File: src/rtl/sdram_aref_ctrl.sv
// SDRAM auto-refresh engine: tracks periodic refresh debt and, when granted,
// issues PRECHARGE-ALL followed by a burst of AUTO REFRESH with tRP/tRFC spacing.
module sdram_aref_ctrl #(
    parameter int REF_INTERVAL = 750,
    parameter int REF_BURST    = 1,
    parameter int MAX_DEBT     = 8,
    parameter int T_RP         = 2,
    parameter int T_RFC        = 7,
    parameter int ADDR_W       = 12
) (
    input  logic                          sclk,
    input  logic                          s_rst_n,
    input  logic                          flag_init_end,
    input  logic                          ref_en,
    output logic                          ref_req,
    output logic                          flag_ref_end,
    output logic [3:0]                    aref_cmd,
    output logic [ADDR_W-1:0]             sdram_addr,
    output logic [$clog2(MAX_DEBT+1)-1:0] ref_debt,
    output logic                          ref_overflow
);

    localparam int DEBT_W   = $clog2(MAX_DEBT + 1);
    localparam int CNT_W    = (REF_INTERVAL > 1) ? $clog2(REF_INTERVAL) : 1;
    localparam int BURST_W  = $clog2(REF_BURST + 1);
    localparam int WAIT_MAX = (T_RP > T_RFC) ? T_RP : T_RFC;
    localparam int WAIT_W   = $clog2(WAIT_MAX + 1);

    localparam logic [3:0]        CMD_NOP  = 4'b0111;
    localparam logic [3:0]        CMD_PRE  = 4'b0010;
    localparam logic [3:0]        CMD_AREF = 4'b0001;
    localparam logic [ADDR_W-1:0] ADDR_A10 = ADDR_W'(11'h400);

    localparam logic [CNT_W-1:0]   CNT_LAST  = CNT_W'(REF_INTERVAL - 1);
    localparam logic [DEBT_W-1:0]  DEBT_MAX  = DEBT_W'(MAX_DEBT);
    localparam logic [BURST_W-1:0] BURST_LIM = BURST_W'(REF_BURST);
    localparam logic [WAIT_W-1:0]  RP_LAST   = WAIT_W'(T_RP - 1);
    localparam logic [WAIT_W-1:0]  RFC_LAST  = WAIT_W'(T_RFC - 1);

    typedef enum logic [2:0] {
        ST_IDLE     = 3'd0,
        ST_PRE      = 3'd1,
        ST_WAIT_RP  = 3'd2,
        ST_AREF     = 3'd3,
        ST_WAIT_RFC = 3'd4,
        ST_DONE     = 3'd5
    } state_t;

    state_t              state_r;
    logic [CNT_W-1:0]    int_cnt_r;
    logic [WAIT_W-1:0]   wait_cnt_r;
    logic [BURST_W-1:0]  burst_cnt_r;
    logic                tick_s;
    logic                aref_s;
    logic                grant_s;
    logic [DEBT_W-1:0]   debt_nxt_s;
    logic                ovf_nxt_s;

    // Refresh obligation tick and service-side events for the current cycle
    always_comb begin
        tick_s  = 1'b0;
        aref_s  = 1'b0;
        grant_s = 1'b0;
        if (flag_init_end && (int_cnt_r == CNT_LAST)) begin
            tick_s = 1'b1;
        end else begin
            tick_s = 1'b0;
        end
        if (state_r == ST_AREF) begin
            aref_s = 1'b1;
        end else begin
            aref_s = 1'b0;
        end
        if ((state_r == ST_IDLE) && ref_req && ref_en) begin
            grant_s = 1'b1;
        end else begin
            grant_s = 1'b0;
        end
    end

    // Debt bookkeeping: tick adds, AREF subtracts, both together cancel
    always_comb begin
        debt_nxt_s = ref_debt;
        ovf_nxt_s  = ref_overflow;
        case ({tick_s, aref_s})
            2'b10: begin
                if (ref_debt == DEBT_MAX) begin
                    debt_nxt_s = ref_debt;
                    ovf_nxt_s  = 1'b1;
                end else begin
                    debt_nxt_s = ref_debt + DEBT_W'(1);
                    ovf_nxt_s  = ref_overflow;
                end
            end
            2'b01: begin
                if (ref_debt != {DEBT_W{1'b0}}) begin
                    debt_nxt_s = ref_debt - DEBT_W'(1);
                end else begin
                    debt_nxt_s = ref_debt;
                end
            end
            default: begin
                debt_nxt_s = ref_debt;
                ovf_nxt_s  = ref_overflow;
            end
        endcase
    end

    // Refresh interval counter, frozen until initialisation has finished
    always_ff @(posedge sclk) begin
        if (!s_rst_n) begin
            int_cnt_r <= {CNT_W{1'b0}};
        end else if (flag_init_end) begin
            if (int_cnt_r == CNT_LAST) begin
                int_cnt_r <= {CNT_W{1'b0}};
            end else begin
                int_cnt_r <= int_cnt_r + CNT_W'(1);
            end
        end else begin
            int_cnt_r <= int_cnt_r;
        end
    end

    // Pending-obligation counter and sticky overflow flag
    always_ff @(posedge sclk) begin
        if (!s_rst_n) begin
            ref_debt     <= {DEBT_W{1'b0}};
            ref_overflow <= 1'b0;
        end else begin
            ref_debt     <= debt_nxt_s;
            ref_overflow <= ovf_nxt_s;
        end
    end

    // Service FSM; outputs are loaded with the decode of the state being entered
    always_ff @(posedge sclk) begin
        if (!s_rst_n) begin
            state_r      <= ST_IDLE;
            wait_cnt_r   <= {WAIT_W{1'b0}};
            burst_cnt_r  <= {BURST_W{1'b0}};
            ref_req      <= 1'b0;
            flag_ref_end <= 1'b0;
            aref_cmd     <= CMD_NOP;
            sdram_addr   <= {ADDR_W{1'b0}};
        end else begin
            ref_req      <= 1'b0;
            flag_ref_end <= 1'b0;
            aref_cmd     <= CMD_NOP;
            sdram_addr   <= {ADDR_W{1'b0}};
            case (state_r)
                ST_IDLE: begin
                    burst_cnt_r <= {BURST_W{1'b0}};
                    wait_cnt_r  <= {WAIT_W{1'b0}};
                    if (grant_s) begin
                        state_r    <= ST_PRE;
                        aref_cmd   <= CMD_PRE;
                        sdram_addr <= ADDR_A10;
                    end else begin
                        state_r <= ST_IDLE;
                        ref_req <= (debt_nxt_s != {DEBT_W{1'b0}});
                    end
                end
                ST_PRE: begin
                    state_r    <= ST_WAIT_RP;
                    wait_cnt_r <= {WAIT_W{1'b0}};
                end
                ST_WAIT_RP: begin
                    if (wait_cnt_r == RP_LAST) begin
                        state_r  <= ST_AREF;
                        aref_cmd <= CMD_AREF;
                    end else begin
                        wait_cnt_r <= wait_cnt_r + WAIT_W'(1);
                    end
                end
                ST_AREF: begin
                    state_r     <= ST_WAIT_RFC;
                    wait_cnt_r  <= {WAIT_W{1'b0}};
                    burst_cnt_r <= burst_cnt_r + BURST_W'(1);
                end
                ST_WAIT_RFC: begin
                    if (wait_cnt_r == RFC_LAST) begin
                        // ref_debt already reflects the last AREF here
                        if ((burst_cnt_r < BURST_LIM) && (ref_debt != {DEBT_W{1'b0}})) begin
                            state_r  <= ST_AREF;
                            aref_cmd <= CMD_AREF;
                        end else begin
                            state_r      <= ST_DONE;
                            flag_ref_end <= 1'b1;
                        end
                    end else begin
                        wait_cnt_r <= wait_cnt_r + WAIT_W'(1);
                    end
                end
                ST_DONE: begin
                    state_r <= ST_IDLE;
                    ref_req <= (debt_nxt_s != {DEBT_W{1'b0}});
                end
                default: begin
                    state_r     <= ST_IDLE;
                    wait_cnt_r  <= {WAIT_W{1'b0}};
                    burst_cnt_r <= {BURST_W{1'b0}};
                end
            endcase
        end
    end

endmodule

File: config.mk
export PLATFORM = sky130hd
export DESIGN_NAME = sdram_aref_ctrl
export DESIGN_NICKNAME = d
export VERILOG_FILES = /design/src/rtl/sdram_aref_ctrl.sv
export SDC_FILE = /design/constraint.sdc
export NUM_CORES = 1
export LEC_CHECK = 0
export CORE_AREA = 2 2 62 58
export CTS_CLUSTER_SIZE = 16
export DETAILED_ROUTE_END_ITERATION = 16
export DIE_AREA = 0 0 64 60
export PLACE_DENSITY_LB_ADDON = 0.1
export SLEW_MARGIN = 0
export SYNTH_ARGS = -nofsm -noshare
export SYNTH_HDL_FRONTEND = slang
export SYNTH_SLANG_ARGS = --single-unit
File: constraint.sdc
create_clock -name sclk -period 2.9 [get_ports sclk]
set_clock_uncertainty 0.15 [all_clocks]
set_input_delay 0.29 -clock sclk [delete_from_list [all_inputs] [get_ports sclk]]
set_output_delay 0.29 -clock sclk [all_outputs]
set_load 0.02 [all_outputs]
Yosys cells after proc, flatten, opt, wreduce, memory -nomap -nowiden
Index checks and enable logic that the tools add are counted.
Widths: inputs -> output; s select.
{"block": "word_totals", "ff_bits": 40, "output_inout_bits": 23, "elab_cells": 70}
{"block": "op_classes", "n_addsub": 5, "n_lt_le_gt_ge": 1, "eq_ne": 15, "muxes": 25, "bitwise_logic": 1, "n_reduce_logical": 13}
{"cell": "$mux 3", "n": 9}
{"cell": "$pmux 3 s3", "n": 2}
{"cell": "$pmux 3 s5", "n": 1}
{"cell": "$mux 11", "n": 1}
{"cell": "$add 10x1->10 const B", "n": 1}
{"cell": "$eq 10x10->1 const B", "n": 1}
{"cell": "$mux 10", "n": 1}
{"cell": "$eq 3x3->1 const B", "n": 3}
{"cell": "$mux 4", "n": 2}
{"cell": "$ne 2x2->1 const B", "n": 4}
{"cell": "$pmux 4 s2", "n": 1}
{"cell": "$reduce_bool 4->1", "n": 2}
{"cell": "$eq 3x1->1 const B", "n": 2}
{"cell": "$eq 3x2->1 const B", "n": 2}
{"cell": "$mux 1", "n": 6}
{"cell": "$reduce_and 2->1", "n": 3}
{"cell": "$reduce_and 3->1", "n": 2}
{"cell": "$add 4x1->4 const B", "n": 1}
{"cell": "$eq 4x4->1 const B", "n": 1}
{"cell": "$logic_and 1x1->1", "n": 4}
{"cell": "$pmux 1 s2", "n": 2}
{"cell": "$reduce_or 4->1", "n": 1}
{"cell": "$sub 4x1->4 const B", "n": 1}
{"cell": "$add 3x1->3 const B", "n": 1}
{"cell": "6 further kinds", "n": 6}

Logic depth before layout (Yosys ltp)
Gate-level depths: netlist of the first run.
{"block": "depth", "word_depth": 8, "mapped_depth": 11}

Least setup slack after synthesis of the first run
OpenSTA, ideal clock, no wires.
{"block": "synth_path", "path_type": "input to register", "startpoint": "input flag_init_end", "endpoint": "register ref_req", "setup_time_ps": 143, "t_arrival_ps": 1918, "required_ps": 2607, "slack_ps": 689, "stages": 9, "n_path_buf": 2, "cell_sequence": "buf_2 -> nand3_1 -> nor2_1 -> nand4_1 -> ha_1 -> clkbuf_1 -> o31ai_1 -> a222oi_1 -> a41oi_1"}
{"block": "synth_between", "elab_chain_cells": 7, "word_cells_on_any_way": 8, "classes_between": "eq/ne (2); mux (4); reduce/logical (2)"}
{"item": "from (decl)", "line": "13", "source": "input logic flag_init_end,"}
{"item": "$logic_and 1x1->1 *", "line": "64", "source": "if (flag_init_end && (int_cnt_r == CNT_LAST)) begin"}
{"item": "$mux 1 *", "line": "64"}
{"item": "$eq 2x1->1 or $eq 2x2->1 (tied branches)", "line": "85", "source": "case ({tick_s, aref_s})"}
{"item": "$pmux 4 s2 *", "line": "85"}
{"item": "$reduce_bool 4->1 *", "line": "160, 196"}
{"item": "$mux 1", "line": "154", "source": "if (grant_s) begin"}
{"item": "$pmux 1 s2 *", "line": "150", "source": "case (state_r)"}
{"item": "to (signal assigned)", "line": "160", "source": "ref_req <= (debt_nxt_s != {DEBT_W{1'b0}});"}
{"item": "to (signal assigned)", "line": "196", "source": "ref_req <= (debt_nxt_s != {DEBT_W{1'b0}});"}
{"item": "to (decl)", "line": "15", "source": "output logic ref_req,"}
Mark *: on every way between the ends. The rest lies on a longest branch, timed or not.
A chain may end at the register's enable or synchronous reset.

Worst setup path after layout of the first run
{"block": "layout_path", "startpoint": "register int_cnt_r[2]", "endpoint": "register ref_req"}
{"block": "layout_between", "elab_chain_cells": 8, "word_cells_on_any_way": 9, "classes_between": "eq/ne (3); mux (4); reduce/logical (2)"}
{"item": "from (decl)", "line": "50", "source": "logic [CNT_W-1:0] int_cnt_r;"}
{"item": "from (signal assigned)", "line": "112", "source": "int_cnt_r <= {CNT_W{1'b0}};"}
{"item": "from (signal assigned)", "line": "115", "source": "int_cnt_r <= {CNT_W{1'b0}};"}
{"item": "from (signal assigned)", "line": "117", "source": "int_cnt_r <= int_cnt_r + CNT_W'(1);"}
{"item": "$eq 10x10->1 *", "line": "64"}
{"item": "$logic_and 1x1->1 *", "line": "64"}
{"item": "$mux 1 *", "line": "64"}
{"item": "$eq 2x1->1 or $eq 2x2->1 (tied branches)", "line": "85"}
{"item": "$pmux 4 s2 *", "line": "85"}
{"item": "$reduce_bool 4->1 *", "line": "160, 196"}
{"item": "$mux 1", "line": "154"}
{"item": "$pmux 1 s2 *", "line": "150"}
Marked as above.

==> results.txt, run 1 <==
The run finished with clean final reports. In this design, the stage delay of the slowest critical-path cell is 510 ps. For the least setup slack across all paths after layout, the log shows 496 ps. TritonCTS built the clock tree. In this run, flip-flops and latches consume 63.8% of the power. In this run, synthesis inferred 0 flip-flops with an integrated enable. The routed layout has 1,281 vias. Across all hold checks on the routed design, the worst slack comes to 350 ps. Once layout is complete, the cells apart from fillers number 248. Detailed placement ended at an HPWL of 2.17 mm. The ratio of cells with drive above 1 in the final layout was 6.37%; the highest ir drop seen on vdd was 0.275 mV. For this run, the total global-route usage over all layers was measured as 16.5%. The endpoint of the worst hold path was wait_cnt_r[1]$_SDFFE_PN0P_.

Yosys attributes the largest share of cell area to sky130_fd_sc_hd__dfxtp_1 35%, sky130_fd_sc_hd__nor2_1 7.6%, sky130_fd_sc_hd__ha_1 7.1%. The tools report the number of gates resized after cts as 0. For this design the ratio of total power to cell area is 356 nW/um2.

Across the run, the number of max-cap violations was 0. The floorplan step set the die width to 64 um. Once placement completed, the tool counted placed cells totaling 244. Beginning of the critical path: int_cnt_r[2]$_SDFFE_PN0P_.

The floorplan step defined a die boundary enclosing 3840 um2. Routability-driven placement finished with a final weighted congestion of 0.829. The most used flip-flop cell after synthesis is sky130_fd_sc_hd__dfxtp_1. The number of buffers between clock root and the deepest sink came out at 2. Classification of the worst setup path: register to register.

For this run, global-route usage on met1 was measured as 21.0%. In the synthesized netlist the async set-or-reset flop fraction comes to 0%. In this run, CTS created clock tree buffers numbering 3.

The initial antenna violation count is 0, and the number of failing hold endpoints at the final stage is 0. Along the worst hold path, the cell count comes to 2. For this run, global-route usage on met3 was measured as 3.95%.

After synthesis, the largest area contributor takes up 35.2% of total cell area. The ratio of routed vias to standard cells was 5.17. Summing the sequential cell areas from Yosys gives 35.2% of the chip area. Dividing the detail-routed wire length by the instance count gives 11.8 um. Net switching power: 140 uW. The switching fraction of total power is 22.8%.

The final design area excluding fillers was 1730 um2; the total of hold buffers inserted after clock tree synthesis was 0. The worst setup path is captured at a register. For the worst setup path, the data required time is 2950 ps. The synthesized design contains 28 register bits. In this run the vertical extent of the chip is 60 um. The run gives 93 as the initial DRC count. The min-delay analysis places its worst path in the category register to register. The logs give 28.6% for the global routing usage on met2 and 4 for the length of the first detailed-routing pass in iterations. The number of global-route vias before repair was 1,112. Most frequent standard cell in the layout excluding fill and tap cells: sky130_fd_sc_hd__nor2_1. The number of nets still failing antenna checks after routing came out at 0. The number of cells produced by synthesis came out at 195. Relative to the synthesized area, the layout overhead comes to 8.65%.

The tools report the core area as 3230 um2. Combinational cells account for 6.0% of the total power. The run gives 28 as the number of sinks handled by clock tree synthesis. The share of the clock period used by the worst path after layout works out to 82.9%. Traced cell by cell, the critical path runs through nand3_1 -> nor2_1 -> nand4_1 -> ha_1 -> nor2b_1 -> nor3b_1 -> a211oi_1 -> a41oi_1.

For the remaining global-route overflow, the log shows 0. Buffers added to address setup during post-CTS repair amount to 0. The number of antenna diodes in the final layout is 0. Master cell of the clock root buffer: sky130_fd_sc_hd__clkbuf_4.

The tools report the capture instance of the worst register-to-register path as ref_req$_SDFF_PN0_. For the worst-skew pair, the clock arrives at the later sink with an insertion delay of 320 ps. STA classifies the critical path startpoint as a register.

Setup repair after global routing left no endpoint under its margin. The tools report the internal power of the cells as 475 uW. The placed standard-cell area came out at 1690 um2. The largest individual stage delay along the critical path comes from the cell sky130_fd_sc_hd__ha_1. The completed layout was analyzed and its total power is 615 uW.

The tools report the initial core utilization as 49.3%. The tools report the I/O pin count as 27. The worst slack after detailed placement is 177 ps, and the static leakage power is 0.657 nW. After detailed routing, the number of remaining DRC violations is 0. After layout, the minimum clock period comes to 2400 ps. Summed over all failing endpoints, the final setup total negative slack is 0 ps. The synthesized netlist contains 44 unique library cells. For the end-of-flow core utilization, the log shows 53.5%.

The first-pass GRT wire length came out at 5.04 mm. Per report_power, the clock group accounts for 30.2% of the total. sky130_fd_sc_hd__dfxtp_1 takes more of the synthesized area than any other cell. The tools report the H-tree level count as 1.

Setup violations remaining at the end of the flow were counted as 0. The clock transition at the register clock pins on the worst setup and hold paths after CTS came out at 150 ps. The count of final max-slew check failures is 0, and the number of port buffers is 14. The number of cell instances on the worst register-to-register path is 8, and the number of placement rows is 20. A synthesized cell averages 8.16 um2. After the last flow step, the layout net total stands at 218. The count of warnings emitted by yosys was 0; the largest net degree at the start of global routing was 16.

The tools report the startpoint of the lowest-slack register-to-register path as int_cnt_r[2]$_SDFFE_PN0P_. The achievable clock frequency is 416 MHz. After global routing, the most crowded layer is met2. The setup slack of the most critical reg-to-reg path came out at 500 ps.

The top cell types in the final layout, fill and taps aside, are 32 x sky130_fd_sc_hd__nor2_1, 28 x sky130_fd_sc_hd__dfxtp_1, 14 x sky130_fd_sc_hd__clkdlybuf4s50_1, 12 x sky130_fd_sc_hd__inv_1, 12 x sky130_fd_sc_hd__conb_1. The biggest fanout along the worst timing path works out to 11. The worst hold path startpoint is wait_cnt_r[1]$_SDFFE_PN0P_. The routed design has 2.92 mm of wire. Data on the critical path arrives at its endpoint at 2460 ps. The cell area that synthesis handed to floorplanning was 1590 um2.
[worst max-delay path by stage]
| stage | to | slack [ps] | cells after the start |
|---|---|---|---|
| after detailed placement | ref_req$_SDFF_PN0_ | 180 | 9 |
| after CTS | ref_req$_SDFF_PN0_ | 530 | 8 |
| final | ref_req$_SDFF_PN0_ | 500 | 8 |
| after global placement | ref_req$_SDFF_PN0_ | 260 | 9 |
| after floorplan | ref_req$_SDFF_PN0_ | 690 | 9 |
| after global routing | ref_req$_SDFF_PN0_ | 370 | 8 |
[state kept, by name (all words and copies together), names as in the netlist]
register,cells
burst_cnt_r,1
int_cnt_r,10
ref_overflow,1
wait_cnt_r,3
state_r,3
ref_debt,4
ref_req,1
sdram_addr,1
aref_cmd,3
flag_ref_end,1
[cells in the mapped netlist, drive strengths merged (3+ instances only)]
cell and instances:
nand2 10, o21ai 9, xnor2 5, nor2 33, or3 3, nor2b 3
buf 17, dfxtp 28, nand4 3, ha 9, nand3 10, nor3b 3
nor3 7, clkbuf 4, inv 12, a21oi 8, mux2i 3, xor2 4
[power by group through the flow]
stage	clock network, mW	logic [mW]	registers [mW]
after global placement	0	0.0366	0.400
after global routing	0.213	0.0416	0.393
final	0.186	0.0372	0.392
after detailed placement	0	0.0369	0.401
after CTS	0.195	0.0370	0.392
after floorplan	0	0.0401	0.400
[layer usage]
layer | share of wire (%) | wire, um
met5 | 0 | 0
met4 | 0.72 | 21
met3 | 3.8 | 111
met2 | 48 | 1390
met1 | 48 | 1400
[cells by family after synthesis]
kind of cell | after synthesis | share of synthesized area (%)
other cells | 1 | 0.236
buf+inv | 33 | 11.8
compound gates | 31 | 13.1
flops | 28 | 35.2
fa+ha+maj | 9 | 7.08
simple gates | 80 | 25.0
xor+xnor | 9 | 4.96
mux | 4 | 2.60
[area by class of cell]
class / count / area, um2
fillers: 311 / 1500
multi-input cells: 145 / 883
flip-flops and latches: 28 / 561
repair buffers: 15 / 148
well taps: 44 / 55.1
inverters: 12 / 45.0
clock buffers: 4 / 36.3
[critical path, delay by kind of cell (launching register included)]
kind / cells / cell delay [ps]
flops: 1 / 420
fa+ha+maj: 1 / 510
compound gates: 2 / 440
simple gates: 5 / 760
No activity file was read; power rests on OpenSTA's default activity.
==> run 2: changes to the inputs <==
- CORE_AREA: 2 2 62 58 -> 2 2 65 61
- DIE_AREA: 0 0 64 60 -> 0 0 67 63
- clock period: 2.9 -> 2 ns (I/O delays scaled with it)
==> results.txt, run 2 (same netlist as run 1, synthesis figures left out) <==
The flow ran to the end, but the final reports show violations. The final reports fail on negative setup slack. The final routed wirelength across all metal layers was 3.30 mm (was 2.92 mm).

The tools report the least setup slack across all paths after layout as -41.4 ps (was 496 ps). The length of the first detailed-routing pass in iterations was 4 (unchanged). The overall power of the completed layout was 977 uW (was 615 uW); the horizontal die dimension was 67 um (was 64 um).

Beginning of the critical path: state_r[1]$_SDFFE_PN0P_ (was int_cnt_r[2]$_SDFFE_PN0P_). The ratio of cells with drive above 1 in the final layout is 25.9% (was 6.37%), and the routing usage on met1 is 22.0% (was 21.0%). The clock transition at the register clock pins on the worst setup and hold paths after CTS is 90 ps (was 150 ps). Setup repair after global routing could not meet its margin everywhere. The startpoint of the lowest-slack register-to-register path was state_r[1]$_SDFFE_PN0P_ (was int_cnt_r[2]$_SDFFE_PN0P_).

The final critical path time including I/O delays and setup was 2040 ps (was 2400 ps); the final-layout fill cell count was 336 (was 311). The run gives 104 (was 93) as the initial DRC count. The endpoint arrival time on the critical path came out at 2040 ps (was 2460 ps). For the diode insertion count for antenna repair, the log shows 0 (unchanged).

The number of failing hold endpoints at the final stage came out at 0 (unchanged). The worst hold path startpoint is flag_init_end (was wait_cnt_r[1]$_SDFFE_PN0P_). The most frequent standard cell in the layout excluding fill and tap cells is sky130_fd_sc_hd__nor2_1 (unchanged).

For the critical path data required time, the log shows 2000 ps (was 2950 ps). Slowest library cell on the worst path: sky130_fd_sc_hd__a222oi_1 (was sky130_fd_sc_hd__ha_1). The number of nets still failing antenna checks after routing is 0 (unchanged), and the I/O pin count is 27 (unchanged).

For the number of nets at the end of the flow, the log shows 246 (was 218). Share of the clock period used by the worst path after layout: 102% (was 82.9%). The biggest fanout along the worst timing path came out at 7 (was 11).

The die height is 63 um (was 60 um). The initial core utilization came out at 44.5% (was 49.3%). The tools report the endpoint kind of the worst setup timing path as a register (unchanged). For the number of global-route vias before repair, the log shows 1,330 (was 1,112). Cell breakdown of the critical path: nor2b_1 -> nand2_1 -> inv_1 -> ha_4 -> buf_6 -> a222oi_1 -> a41oi_1 (was nand3_1 -> nor2_1 -> nand4_1 -> ha_1 -> nor2b_1 -> nor3b_1 -> a211oi_1 -> a41oi_1). The setup TNS after final layout came out at -71.6 ps (was 0 ps). The layer carrying the most global-route usage is met2 (unchanged). Largest register by flop count: int_cnt_r (unchanged). The tools report the master cell of the clock root buffer as sky130_fd_sc_hd__clkbuf_8 (was sky130_fd_sc_hd__clkbuf_4). The gate family responsible for the most delay along the worst path is compound AO/OA/AOI/OAI gates (was simple AND/OR/NAND/NOR gates).

Clock latency at the later pin of the worst-skew pair: 270 ps (was 320 ps). Leading cell types in the layout, fill and taps excluded: 29 x sky130_fd_sc_hd__nor2_1, 27 x sky130_fd_sc_hd__buf_4, 22 x sky130_fd_sc_hd__dfxtp_1, 13 x sky130_fd_sc_hd__clkdlybuf4s50_1, 12 x sky130_fd_sc_hd__conb_1 (was 32 x sky130_fd_sc_hd__nor2_1, 28 x sky130_fd_sc_hd__dfxtp_1, 14 x sky130_fd_sc_hd__clkdlybuf4s50_1, 12 x sky130_fd_sc_hd__inv_1, 12 x sky130_fd_sc_hd__conb_1). The global placement routability congestion was 0.879 (was 0.829); the number of flip-flops under the largest register name was 10 (unchanged).

The worst min-delay path class was input pin to register (was register to register). The achievable clock frequency is 490 MHz (was 416 MHz). The classification of the worst setup path is register to register (unchanged). Power per standard cell area: 476 nW/um2 (was 356 nW/um2). The tools report the die area as 4220 um2 (was 3840 um2). TritonCTS built the clock tree.

Core area: 3570 um2 (was 3230 um2). The largest net degree at the start of global routing came out at 16 (unchanged). The run gives 17.2% (was 16.5%) as the total track usage.

The number of placement rows is 21 (was 20), and the routed wire length per instance is 11.9 um (was 11.8 um). The tools report the met3 demand-to-capacity share in global routing as 3.42% (was 3.95%). The number of port buffers is 14 (unchanged), and the remaining global-route overflow is 0 (unchanged). The ratio of routed vias to standard cells is 5.03 (was 5.17). The run gives 0.567 mV (was 0.275 mV) as the highest ir drop seen on vdd. The final HPWL from detailed placement came out at 2.38 mm (was 2.17 mm). The tools report the global routing usage on met2 as 29.5% (was 28.6%). The first-pass GRT wire length is 5.84 mm (was 5.04 mm), and the synthesis-to-finish area growth is 29.0% (was 8.65%).

The count of final max-slew check failures is 0 (unchanged). The total of max-cap violations is 0 (unchanged). Largest regs: int_cnt_r (10), ref_debt (4) (unchanged).

The number of CTS-inserted buffers was 3 (unchanged). The logs give 2 (was 0) for the total setup violations reported at the end of the flow and 0 (unchanged) for the remaining routing DRC violations. The tools report the number of buffers between clock root and the deepest sink as 2 (unchanged). The static leakage power was 0.821 nW (was 0.657 nW); the largest incremental delay on the critical path was 390 ps (was 510 ps).

The total vias in the final route was 1,398 (was 1,281); the total of hold buffers inserted after clock tree synthesis was 0 (unchanged). The initial antenna violation count is 0 (unchanged). The H-tree level count is 1 (unchanged), and the end-of-flow core utilization is 57.4% (was 53.5%). The number of buffers and inverters on the critical path is 2 (was 0). The setup slack of the most critical reg-to-reg path came out at -40 ps (was 500 ps).

The number of sinks handled by clock tree synthesis came out at 28 (unchanged). The tools report the startpoint type of the worst setup path as a register (unchanged).
==> run 2: tightest hold or removal path, stage by stage <==
cell and delay (ps):
sky130_fd_sc_hd__dlygate4sd2_1 230, sky130_fd_sc_hd__buf_4 150, sky130_fd_sc_hd__a211oi_1 70
==> run 2: where the power goes <==
part | leakage, nW | internal, mW | switching [mW]
Sequential | 0.229 | 0.562 | 0.00253
Clock | 0.0288 | 0.176 | 0.171
Combinational | 0.563 | 0.0209 | 0.0445
Total | 0.821 | 0.759 | 0.218
==> run 2: metrics by stage <==
| step | hold WS, ps | instance area [um2] | setup slack [ps] | std cells |
|---|---|---|---|---|
| finish | 264 | 2050 | -41.4 | 278 |
| global route | 307 | 2050 | -144 | 278 |
| floorplan | 194 | 1650 | 11.9 | 206 |
| global placement | 315 | 1840 | -391 | 264 |
| detailed placement | 317 | 1840 | -504 | 264 |
| CTS | 252 | 2000 | -30.9 | 275 |
==> run 2: timing repair <==
item	in CTS	in global routing
gates resized for setup	15	13
buffers inserted	7	3
pin swaps	7	8
setup endpoints to repair	4	4
==> run 2: final cells by class <==
cell class                      count  area [um2]  area share, %
Tap cell                           46        57.6           2.81
Inverter                           12        47.5           2.32
Multi-Input combinational cell    145         958           46.7
Timing Repair Buffer               43         364           17.8
Clock buffer                        4        55.1           2.68
Sequential cell                    28         568           27.7
==> run 2: metal layers <==
layer  routed length, um  up-vias
met5                   0        -
met2                1670       39
met1                1450      644
met4                  19        0
li1                    -      713
met3                 162        2
==> run 2: path summary, 6_finish.rpt <==
| kind | to | cells past startpoint |
|---|---|---|
| worst max-delay path | ref_req$_SDFF_PN0_ | 7 |
| worst min-delay path | int_cnt_r[1]$_SDFFE_PN0P_ | 3 |
| worst max register to register | ref_req$_SDFF_PN0_ | 7 |
| worst min register to register | ref_overflow$_SDFFE_PN0P_ | 2 |
